[config.mk]
export PLATFORM = sky130hd
export DESIGN_NAME = fsm_input_decoder
export DESIGN_NICKNAME = d
export VERILOG_FILES = /design/src/rtl/fsm_input_decoder.sv
export SDC_FILE = /design/constraint.sdc
export NUM_CORES = 1
export LEC_CHECK = 0
export CAP_MARGIN = 30
export CORE_ASPECT_RATIO = 0.7
export CORE_MARGIN = 1
export CORE_UTILIZATION = 35
export DETAILED_ROUTE_END_ITERATION = 12
export PLACE_DENSITY = 0.62
export SYNTH_ARGS = -nofsm -noshare
export SYNTH_HDL_FRONTEND = slang
export SYNTH_SLANG_ARGS = --single-unit
[constraint.sdc]
create_clock -name clk -period 5.1 [get_ports clk]
set_input_delay 0.51 -clock clk [delete_from_list [all_inputs] [get_ports clk]]
set_output_delay 0.51 -clock clk [all_outputs]
set_load 0.1 [all_outputs]
[src/rtl/fsm_input_decoder.sv]
// Observes the sequence FSM's state output and decodes which input symbol(s) explain each step.
// Latency: outputs registered, visible the cycle after sample_en. Backpressure: none, every sample is consumed.
module fsm_input_decoder #(
    parameter int unsigned ERR_CNT_W = 8
) (
    input  logic                 clk,
    input  logic                 reset,
    input  logic                 sample_en,
    input  logic [2:0]           state_in,
    input  logic                 resync,
    input  logic                 err_clr,
    output logic                 sym_valid,
    output logic [3:0]           sym_mask,
    output logic [1:0]           sym,
    output logic                 sym_unique,
    output logic                 err_pulse,
    output logic                 err_flag,
    output logic [ERR_CNT_W-1:0] err_cnt
);

    typedef enum logic {
        CTRL_EMPTY,
        CTRL_TRACK
    } ctrl_e;

    typedef struct packed {
        logic [3:0] mask;
        logic [1:0] sym;
        logic       uniq;
    } dec_t;

    localparam logic [ERR_CNT_W-1:0] CNT_MAX = '1;
    localparam logic [ERR_CNT_W-1:0] CNT_ONE = ERR_CNT_W'(1);

    // Key is {prev, cur} written in octal, so 6'o12 reads as q1->q2.
    function automatic logic [3:0] trans_mask(input logic [2:0] prev, input logic [2:0] cur);
        logic [3:0] m;
        m = 4'b0000;
        case ({prev, cur})
            6'o01: m = 4'b1111;
            6'o12: m = 4'b1011;
            6'o13: m = 4'b0100;
            6'o24: m = 4'b1010;
            6'o27: m = 4'b0100;
            6'o20: m = 4'b0001;
            6'o35: m = 4'b1000;
            6'o32: m = 4'b0111;
            6'o43: m = 4'b1111;
            6'o56: m = 4'b1111;
            6'o63: m = 4'b1111;
            6'o71: m = 4'b1111;
            default: m = 4'b0000;
        endcase
        return m;
    endfunction

    function automatic logic [1:0] lowest_bit(input logic [3:0] m);
        logic [1:0] idx;
        idx = 2'd0;
        if (m[0])      idx = 2'd0;
        else if (m[1]) idx = 2'd1;
        else if (m[2]) idx = 2'd2;
        else if (m[3]) idx = 2'd3;
        return idx;
    endfunction

    function automatic logic one_hot(input logic [3:0] m);
        return (m != 4'd0) && ((m & (m - 4'd1)) == 4'd0);
    endfunction

    ctrl_e                ctrl_q, ctrl_d;
    logic [2:0]           prev_q, prev_d;
    dec_t                 dec_q, dec_d, dec_eval;
    logic                 sym_valid_q, sym_valid_d;
    logic                 err_pulse_q, err_pulse_d;
    logic                 err_flag_q, err_flag_d;
    logic [ERR_CNT_W-1:0] err_cnt_q, err_cnt_d;
    logic [ERR_CNT_W-1:0] err_base;
    logic [3:0]           cur_mask;

    always_comb begin
        cur_mask      = trans_mask(prev_q, state_in);
        dec_eval      = '0;
        dec_eval.mask = cur_mask;
        dec_eval.sym  = lowest_bit(cur_mask);
        dec_eval.uniq = one_hot(cur_mask);
    end

    always_comb begin
        ctrl_d      = ctrl_q;
        prev_d      = prev_q;
        dec_d       = dec_q;
        sym_valid_d = 1'b0;
        err_pulse_d = 1'b0;
        err_flag_d  = err_flag_q;
        err_cnt_d   = err_cnt_q;
        // A coincident illegal step counts from the cleared value, so the error wins.
        err_base    = err_clr ? '0 : err_cnt_q;

        if (err_clr) begin
            err_flag_d = 1'b0;
            err_cnt_d  = '0;
        end

        if (sample_en && (resync || ctrl_q == CTRL_EMPTY)) begin
            ctrl_d = CTRL_TRACK;
            prev_d = state_in;
        end else if (sample_en) begin
            sym_valid_d = 1'b1;
            dec_d       = dec_eval;
            prev_d      = state_in;
            if (dec_eval.mask == 4'd0) begin
                err_pulse_d = 1'b1;
                err_flag_d  = 1'b1;
                err_cnt_d   = (err_base == CNT_MAX) ? CNT_MAX : err_base + CNT_ONE;
            end
        end else if (resync) begin
            ctrl_d = CTRL_EMPTY;
        end
    end

    always_ff @(posedge clk) begin
        if (reset) begin
            ctrl_q      <= CTRL_EMPTY;
            prev_q      <= 3'd0;
            dec_q       <= '0;
            sym_valid_q <= 1'b0;
            err_pulse_q <= 1'b0;
            err_flag_q  <= 1'b0;
            err_cnt_q   <= '0;
        end else begin
            ctrl_q      <= ctrl_d;
            prev_q      <= prev_d;
            dec_q       <= dec_d;
            sym_valid_q <= sym_valid_d;
            err_pulse_q <= err_pulse_d;
            err_flag_q  <= err_flag_d;
            err_cnt_q   <= err_cnt_d;
        end
    end

    assign sym_valid  = sym_valid_q;
    assign sym_mask   = dec_q.mask;
    assign sym        = dec_q.sym;
    assign sym_unique = dec_q.uniq;
    assign err_pulse  = err_pulse_q;
    assign err_flag   = err_flag_q;
    assign err_cnt    = err_cnt_q;

endmodule
==> impl_results.md <==
- Status: finished clean
- Sw Ratio: 27.93%
- Antenna diodes: 0
- Combinational share of power: 16.8%
- Dominant cell type by area after synthesis: dfxtp_1
- Reg power frac: 49.3%
- Clock transition at path regs: 0.08 ns
- GRT Util Overall: 15.52%
- CTS tree: yes
- Worst skew pair latency: 0.27 ns
- Final setup viols: 0
- Die Y: 52.60 um
- Yosys top cell area share: 34.41%
- Routed WL: 2.866 mm
- EDFF count, synth: 0
- Synth Cell Area: 1280 um^2
- H-Tree Depth: 1
- Antenna Nets Post-Route: 0
- Max Clock Skew: 0.002336 ns
- Power Dens Cells: 235.7 nW/um^2
- WHS: 0.4563 ns
- Grt ovf: 0
- Final hold violation count: 0
- Switch Pwr: 0.0001033 W
- CTS Hold Bufs: 0
- Final std cells w/o fill: 220
- Min Tclk post-route: 2.722 ns
- Core area: 3318 um^2
- Clock sinks: 22
- Synth Warn #: 0
- Initial DRC Count: 41
- Rows: 17
- Total power: 0.0003699 W
- Worst path required time: 5.22 ns
- Most numerous cell in the Yosys netlist: dfxtp_1
- Flops & latches, synth: 22
- Internal power: 0.0002666 W
- Post-CTS Setup Bufs: 0
- Placer Congestion: 0.8002
- Post-CTS resize count: 0
- # port buffers: 25
- Routed vias: 1184
- Setup crit end kind: flip-flop
- Die width: 74.28 um
- Wirelength per Cell: 13.03 um
- Setup TNS: 0 ns
- RSZ-0062 raised after global routing: no
- First-pass GRT wire length: 4.478 mm
- Async set or reset register ratio after synthesis: 0%
- Share of cells above drive strength 1: 5.780%
- Detail Placement HPWL: 2.079 mm
- Ports: 26
- Max_slew headroom: 34.80%
- Crit path max fanout: 12
- Initial antenna violation count: 0
- Max-slew violation count: 0
- Max Cap Viol: 0
- Mapped Cells: 157
- Root Buffer: clkbuf_8
- Crit start category: input port
- CTS Buf Count: 3
- Leak: 0.5519 nW
- Worst endpoint data arrival time: 2.84 ns
- Fin crit share: 53.37%
- Die ar.: 3907 um^2
- Layout area overhead: 22.58%
- Initial Util: 38.57%
- Clk pwr share: 33.9%
- Slew at the pin with the worst max-slew slack: 0.9750 ns
- Vias per inst: 5.382
- Nets: 183
- VDD IR max: 0.1598 mV
- Syn_area_per_cell: 8.153 um^2
- HP Class: reg2reg
- Sequential area share after synthesis: 34.41%
- Largest net degree at the start of global routing: 23
- Inst Count DP: 216
- Ys flop type: dfxtp_1
- Critical path class: in2reg
- Net Count, Synth: 166
- DRT Pass-1 Iters: 4
- Clock tree buffer depth: 2
- Post-route DRC violation count: 0
- Top cells by area, synth: dfxtp_1 34%, nor2_1 5.9%, a21oi_1 4.7%
- Commonest cells post-synth: 22 x dfxtp_1, 20 x nor2_1, 12 x a21oi_1, 11 x nand2_1, 8 x nor2b_1
- Netlist cell types: 49
- Vias in the first global route: 989
- FMAX: 0.3674 GHz
==> power groups by stage <==
| stage | registers (W) | clock network, W | logic [W] |
|---|---|---|---|
| finish | 0.000182 | 0.000125 | 0.0000622 |
| detailed placement | 0.000186 | 0 | 0.0000619 |
| global route | 0.000183 | 0.000136 | 0.0000670 |
| floorplan | 0.000199 | 0 | 0.0000352 |
| CTS | 0.000182 | 0.000129 | 0.0000621 |
| global placement | 0.000186 | 0 | 0.0000612 |
==> logic make-up after synthesis <==
group	count (synthesis)	share of synthesized area, %
simple gates	75	32.65
compound gates	36	20.04
flops	22	34.41
buf+inv	16	6.745
mux	4	3.128
xor+xnor	3	2.053
fa+ha+maj	1	0.9774
==> sequential cells by signal (all words and copies together), names as in the netlist <==
register and count:
ctrl_q 1, sym_valid 1, sym_mask 4, err_cnt 8, err_pulse 1, prev_q 3
sym 2, err_flag 1, sym_unique 1
==> final timing paths <==
kind | from | end | slack [ns] | cells past startpoint
max reg2reg | prev_q[0] | err_cnt[4] | 2.78 | 6
min reg2reg | sym[1] | sym[1] | 0.46 | 2
min | sym[1] | sym[1] | 0.46 | 2
max | state_in[0] | err_cnt[4] | 2.38 | 7
==> cells in the final DEF (no fill, tap or decap), types with 2 or more instances in the layout <==
| master | n |
|---|---|
| a211oi_1 | 3 |
| a21oi_1 | 12 |
| and2_1 | 3 |
| and3_1 | 4 |
| and4b_1 | 3 |
| clkbuf_8 | 4 |
| clkdlybuf4s50_1 | 25 |
| dfxtp_1 | 22 |
| inv_1 | 3 |
| mux2i_1 | 4 |
| nand2_1 | 11 |
| nand2b_1 | 2 |
| nand3_1 | 6 |
| nor2_1 | 20 |
| nor2b_1 | 8 |
| nor3_1 | 4 |
| nor4_1 | 2 |
| o21ai_0 | 6 |
| o311ai_0 | 2 |
| or3_1 | 2 |
| xor2_1 | 2 |
==> routing by layer <==
metal	track usage (%)	wire, um
met5	0	0
met4	4.088	20
met3	6.154	209
met2	21.82	1183
met1	21.75	1452
==> cell type report <==
cell class	instances	area [um^2]
Inverter	3	11.26
Sequential cell	22	440.4
Tap cell	47	58.81
Multi-Input combinational cell	119	753.2
Fill cell	338	1749
Timing Repair Buffer	25	250.2
Clock buffer	4	55.05
==> metrics by stage <==
stage               setup slack [ns]  util [%]  instance area (um^2)
finish                         2.378     47.29                  1569
global route                   2.215     47.29                  1569
CTS                            2.384     47.29                  1569
detailed placement             2.097     45.63                  1514
global placement               2.168     45.63                  1514
floorplan                      2.668         -                  1280
==> critical path, cell delays in order <==
cell             delay (ns)
clkdlybuf4s50_1        0.75
nand4bb_1              0.23
o22ai_1                0.12
or3_1                  0.38
nor2_1                 0.51
and4_1                 0.30
nor4_1                 0.04
Note: power is estimated with default switching activity, not from simulation.
